<file path="config.mk">
export PLATFORM = sky130hd
export DESIGN_NAME = stack_rpn_ctrl
export DESIGN_NICKNAME = d
export VERILOG_FILES = /design/src/rtl/stack_rpn_ctrl_pkg.sv /design/src/rtl/rpn_alu.sv /design/src/rtl/stack_rpn_ctrl.sv
export SDC_FILE = /design/constraint.sdc
export NUM_CORES = 1
export LEC_CHECK = 0
export BUFFER_PORTS_ARGS = -buffer_cell sky130_fd_sc_hd__buf_4
export CAP_MARGIN = 30
export CORE_ASPECT_RATIO = 0.9
export CORE_MARGIN = 1
export CORE_UTILIZATION = 60
export CTS_CLUSTER_SIZE = 8
export DETAILED_ROUTE_END_ITERATION = 8
export GPL_TIMING_DRIVEN = 0
export HOLD_SLACK_MARGIN = 0.1
export MAX_ROUTING_LAYER = met4
export PLACE_DENSITY = 0.85
export SLEW_MARGIN = 15
export SYNTH_ARGS = -nofsm -noshare
export SYNTH_HDL_FRONTEND = slang
export SYNTH_SLANG_ARGS = --single-unit
</file>
<file path="constraint.sdc">
create_clock -name Clk -period 4.4 [get_ports Clk]
set_input_delay 0.88 -clock Clk [delete_from_list [all_inputs] [get_ports Clk]]
set_output_delay 0.88 -clock Clk [all_outputs]
set_load 0.05 [all_outputs]
</file>
<file path="src/rtl/stack_rpn_ctrl_pkg.sv">
// Shared definitions for the RPN stack controller: operator codes, FSM state
// encoding and the default data width.
package stack_rpn_ctrl_pkg;

    localparam int DW_DEF = 4;

    localparam logic [2:0] OP_ADD = 3'd0;
    localparam logic [2:0] OP_SUB = 3'd1;
    localparam logic [2:0] OP_AND = 3'd2;
    localparam logic [2:0] OP_OR  = 3'd3;
    localparam logic [2:0] OP_XOR = 3'd4;
    localparam logic [2:0] OP_EQ  = 3'd5;

    typedef enum logic [3:0] {
        ST_IDLE     = 4'd0,
        ST_PUSH     = 4'd1,
        ST_POP_B    = 4'd2,
        ST_WAIT_B   = 4'd3,
        ST_POP_A    = 4'd4,
        ST_WAIT_A   = 4'd5,
        ST_PUSH_RES = 4'd6,
        ST_POP_FIN  = 4'd7,
        ST_WAIT_FIN = 4'd8,
        ST_DONE     = 4'd9,
        ST_ERR      = 4'd10
    } state_e;

    // Codes above EQ are reserved and count as a malformed expression.
    function automatic logic is_legal_op(input logic [2:0] op);
        return (op <= OP_EQ);
    endfunction

endpackage

</file>
<file path="src/rtl/rpn_alu.sv">
// Combinational operator evaluation for the RPN controller; A is the deeper
// operand, B the top of stack, and results wrap modulo 2^DW.
module rpn_alu
    import stack_rpn_ctrl_pkg::*;
#(
    parameter int DW = DW_DEF
) (
    input  logic [DW-1:0] a,
    input  logic [DW-1:0] b,
    input  logic [2:0]    op,
    output logic [DW-1:0] y
);

    // Operator select; non-arithmetic codes never reach a result push.
    always_comb begin
        y = {DW{1'b0}};
        case (op)
            OP_ADD:  y = a + b;
            OP_SUB:  y = a - b;
            OP_AND:  y = a & b;
            OP_OR:   y = a | b;
            OP_XOR:  y = a ^ b;
            default: y = {DW{1'b0}};
        endcase
    end

endmodule

</file>
<file path="src/rtl/stack_rpn_ctrl.sv">
// RPN token evaluator that masters a push/pop stack: accepts operand/operator
// tokens, sequences stack accesses and reports the expression value.
module stack_rpn_ctrl
    import stack_rpn_ctrl_pkg::*;
#(
    parameter int DW = DW_DEF
) (
    input  logic          Clk,
    input  logic          RstN,
    input  logic          Tok_Valid,
    output logic          Tok_Ready,
    input  logic          Tok_IsOp,
    input  logic [DW-1:0] Tok_Data,
    output logic [DW-1:0] Stk_Data_In,
    output logic          Stk_Push,
    output logic          Stk_Pop,
    input  logic [DW-1:0] Stk_Data_Out,
    input  logic          Stk_Full,
    input  logic          Stk_Empty,
    output logic [DW-1:0] Result,
    output logic          Result_Valid,
    output logic          Error
);

    state_e        state_r;
    logic [2:0]    op_r;
    logic [DW-1:0] b_r;
    logic [DW-1:0] data_in_r;
    logic [DW-1:0] result_r;
    logic          push_r;
    logic          pop_r;
    logic          result_valid_r;
    logic          error_r;
    logic          accept_s;
    logic [DW-1:0] alu_y_s;

    // RstN is an active-high reset despite its name, so it also blocks acceptance.
    assign Tok_Ready    = (state_r == ST_IDLE) & ~error_r & ~RstN;
    assign accept_s     = Tok_Valid & Tok_Ready;
    assign Stk_Data_In  = data_in_r;
    assign Stk_Push     = push_r;
    assign Stk_Pop      = pop_r;
    assign Result       = result_r;
    assign Result_Valid = result_valid_r;
    assign Error        = error_r;

    rpn_alu #(.DW(DW)) u_alu (
        .a  (Stk_Data_Out),
        .b  (b_r),
        .op (op_r),
        .y  (alu_y_s)
    );

    // Token sequencer; push/pop strobes default low so each lasts one cycle.
    always_ff @(posedge Clk) begin
        if (RstN) begin
            state_r        <= ST_IDLE;
            op_r           <= 3'd0;
            b_r            <= {DW{1'b0}};
            data_in_r      <= {DW{1'b0}};
            result_r       <= {DW{1'b0}};
            push_r         <= 1'b0;
            pop_r          <= 1'b0;
            result_valid_r <= 1'b0;
            error_r        <= 1'b0;
        end else begin
            push_r         <= 1'b0;
            pop_r          <= 1'b0;
            result_valid_r <= 1'b0;
            case (state_r)
                ST_IDLE: begin
                    if (accept_s) begin
                        if (!Tok_IsOp) begin
                            if (Stk_Full) begin
                                state_r <= ST_ERR;
                                error_r <= 1'b1;
                            end else begin
                                state_r   <= ST_PUSH;
                                push_r    <= 1'b1;
                                data_in_r <= Tok_Data;
                            end
                        end else if (!is_legal_op(Tok_Data[2:0]) || Stk_Empty) begin
                            state_r <= ST_ERR;
                            error_r <= 1'b1;
                        end else begin
                            op_r    <= Tok_Data[2:0];
                            pop_r   <= 1'b1;
                            state_r <= (Tok_Data[2:0] == OP_EQ) ? ST_POP_FIN : ST_POP_B;
                        end
                    end else begin
                        state_r <= ST_IDLE;
                    end
                end
                ST_PUSH:     state_r <= ST_IDLE;
                ST_POP_B:    state_r <= ST_WAIT_B;
                ST_WAIT_B: begin
                    b_r <= Stk_Data_Out;
                    // Nothing left for A: the operator had only one operand.
                    if (Stk_Empty) begin
                        state_r <= ST_ERR;
                        error_r <= 1'b1;
                    end else begin
                        state_r <= ST_POP_A;
                        pop_r   <= 1'b1;
                    end
                end
                ST_POP_A:    state_r <= ST_WAIT_A;
                ST_WAIT_A: begin
                    state_r   <= ST_PUSH_RES;
                    push_r    <= 1'b1;
                    data_in_r <= alu_y_s;
                end
                ST_PUSH_RES: state_r <= ST_IDLE;
                ST_POP_FIN:  state_r <= ST_WAIT_FIN;
                ST_WAIT_FIN: begin
                    if (!Stk_Empty) begin
                        state_r <= ST_ERR;
                        error_r <= 1'b1;
                    end else begin
                        state_r        <= ST_DONE;
                        result_r       <= Stk_Data_Out;
                        result_valid_r <= 1'b1;
                    end
                end
                ST_DONE:     state_r <= ST_IDLE;
                ST_ERR: begin
                    state_r <= ST_ERR;
                    error_r <= 1'b1;
                end
                default: begin
                    state_r <= ST_ERR;
                    error_r <= 1'b1;
                end
            endcase
        end
    end

endmodule

</file>
==> impl_metrics.toml <==
[outcome]
status = "complete, no violations"

[yosys]
syn_area_mm2 = 0.00155
ys_seq_elements = 23
postSynth.asyncResetShare_pct = 0
ys_seq_area_share_pct = 29.7
synth_area_per_cell_um2 = 8.25
yosysWarnings = 0
synth-edff-count = 0
syn_inst = 188
synth_adder_area_share_pct = 11.0
synth_flop_cell = "dfxtp_1"
ys_types = 47
synth_mux_area_share_pct = 7.82
syn_nets = 215
synthSimpleGateAreaFrac_pct = 24.7
synth_top_family_by_area = "simple AND/OR/NAND/NOR gates"
synth_compound_area_share_pct = 17.8
synth-xor-area-share_pct = 2.26

[die]
rows = 17
die_h_um = 50.2
initial_core_util_pct = 63.4
core_mm2 = 0.00245
die_w_um = 55.6
fp.dieArea_mm2 = 0.00279
io_pins = 27

[power]
leakage_nw = 0.786
p_total_uw = 464
seqPwrFrac_pct = 48.2
clkPwrFrac_pct = 21.0
intPower_uw = 309
peakVddDrop_mv = 0.233
share_comb_of_total_power_pct = 30.7
switchingPower_uw = 155
p_sw_share_pct = 33.4
p_per_area_mw_per_mm2 = 257

[route]
drt_iter0_drc = 55
antenna_left = 0
wl_met3_um = 189
routed.top_layer = "met4"
routed_via_density = 5.96
drt_drc_violations_left = 0
wirelength_um = 3580
vias = 1465
met1_length_um = 1610
wl_per_cell_um = 14.5
met2_length_um = 1710
firstDrtPassIters = 4

[setup_path]
cp_common_cell = "buf_4"
required_ns = 3.52
path_cells = "buf_4, nor2_1, and2_1, buf_4"
critPathLaunch = "RstN"
max_stage_delay_ns = 0.20
path_max_fanout = 5
worst_setup_path_end_kind = "output pin"
crit_slowest_cell = "nor2_1"
cp.arrival_ns = 1.61
crit_type = "in -> out"
startpoint_type = "input port"
r2r_start = "op_r[1]$_SDFFE_PP0P_"

[finish]
syn2layout_area_growth_pct = 16.6
mostFrequentLayoutCell = "nor2_1"
fin_nets = 246
final_cell_mix = "28 x nor2_1, 26 x buf_4, 23 x dfxtp_1"
final_area_mm2 = 0.00181
diodes = 0
drive_gt1_share_pct = 20.2

[clock_tree]
clock_sinks = 23
clk_pin_slew_ns = 0.13
cts_made_buffers = 3
post_cts_resized = 0
max-clock-path-buffers = 2
post_cts_buffers = 0
clockRootBuffer = "clkbuf_4"
htree_levels = 1
cts_tree = "done"
hold_buffers = 0
clock_latency_ns = 0.31

[timing]
fin_crit_sh_pct = 56.6
hold_viol = 0
slew-limit-headroom_pct = 65.4
setup_viol = 0
slew_viol_final = 0
min_period_ns = 2.49
worst_pin_slew_ns = 0.519
fin_setup_tns_ns = 0
layout_setup_ws_ns = 1.91
max_freq_mhz = 402
clock_skew_ns = 0.00679
rsz0062_at_grt = "false"

[hold_path]
hold_start = "Stk_Data_In[3]$_SDFFE_PP0P_"
hp-class = "reg -> reg"

[grt]
track_usage_pct = 28.5
grt_start_max_net_pins = 14
grt_antenna_before_repair = 0
grt_overflow = 0
grt_pass1_wl_um = 6090
grt_pass1_vias = 1406

[placed_design]
post-place-ws_ns = 1.93
hpwl_um = 2790
gp_congestion = 0.974
io_buffers = 26
placed_area_mm2 = 0.00178

[job]
maxCapViolations = 0
metrics by stage:
step	hold WS (ns)	util, %	std cells
3_5_place_dp	0.470	72.8	242
5_1_grt	0.505	74.0	246
2_1_floorplan	0.504	-	188
3_3_place_gp	0.450	72.8	242
6_report	0.489	74.0	246
4_1_cts	0.489	74.0	246
flip-flops by register name (all words and copies together), names as in the netlist:
signal,flops
op_r,3
Stk_Push,1
state_r,4
Stk_Data_In,4
Stk_Pop,1
Result_Valid,1
Result,4
Error,1
b_r,4
power by group through the flow:
stage,clock network [mW],logic (mW),registers [mW]
finish,0.0977,0.143,0.224
global route,0.108,0.154,0.225
CTS,0.101,0.141,0.224
detailed placement,0,0.140,0.229
global placement,0,0.135,0.228
floorplan,0,0.0857,0.241
critical path: cells and delay by family:
family,cells,cell delay (ns)
buffers and inverters,2,0.34
AND/OR/NAND/NOR,2,0.39
cell usage after synthesis (3+ instances only):
master,number,area share (%)
o21bai_1,3,1.5
o21ai_0,11,3.5
nand2_1,8,1.9
nand2b_1,3,1.2
nor2b_1,3,1.2
dfxtp_1,23,30
a31oi_1,3,1.2
buf_2,3,0.97
clkbuf_1,5,1.2
nand3b_1,4,1.9
ha_1,12,9.7
nand3_1,4,1.3
mux2i_1,11,7.1
inv_1,16,3.9
a21oi_1,14,4.5
xnor2_1,3,1.7
nor2_1,28,6.8
worst paths after layout:
kind	to	slack [ns]	cells past startpoint
setup / recovery	Tok_Ready	1.91	4
hold / removal	Stk_Data_In[3]$_SDFFE_PP0P_	0.49	2
setup reg to reg	Stk_Data_In[3]$_SDFFE_PP0P_	1.95	10
hold reg to reg	Stk_Data_In[3]$_SDFFE_PP0P_	0.49	2
layer usage:
metal  vias up  track usage (%)
li1        718                -
met1       691             33.4
met2        47             46.2
met3         9             6.96
met4         0             13.8
met5         -                -
area by class of cell:
cell class                      instances  area (um2)
Tap cell                               28        35.0
Multi-Input combinational cell        140         986
Sequential cell                        23         460
Inverter                               16        60.1
Fill cell                             205         637
Buffer                                  9        45.0
Clock inverter                          1        5.00
Timing Repair Buffer                   26         195
Clock buffer                            3        22.5
logic make-up after synthesis:
group	after synthesis
buffers and inverters	25
XOR/XNOR	4
multiplexers	12
AO/OA/AOI/OAI	43
flip-flops	23
AND/OR/NAND/NOR	68
adder cells (fa/ha/maj)	13
Power figures use the tool's default switching activity.
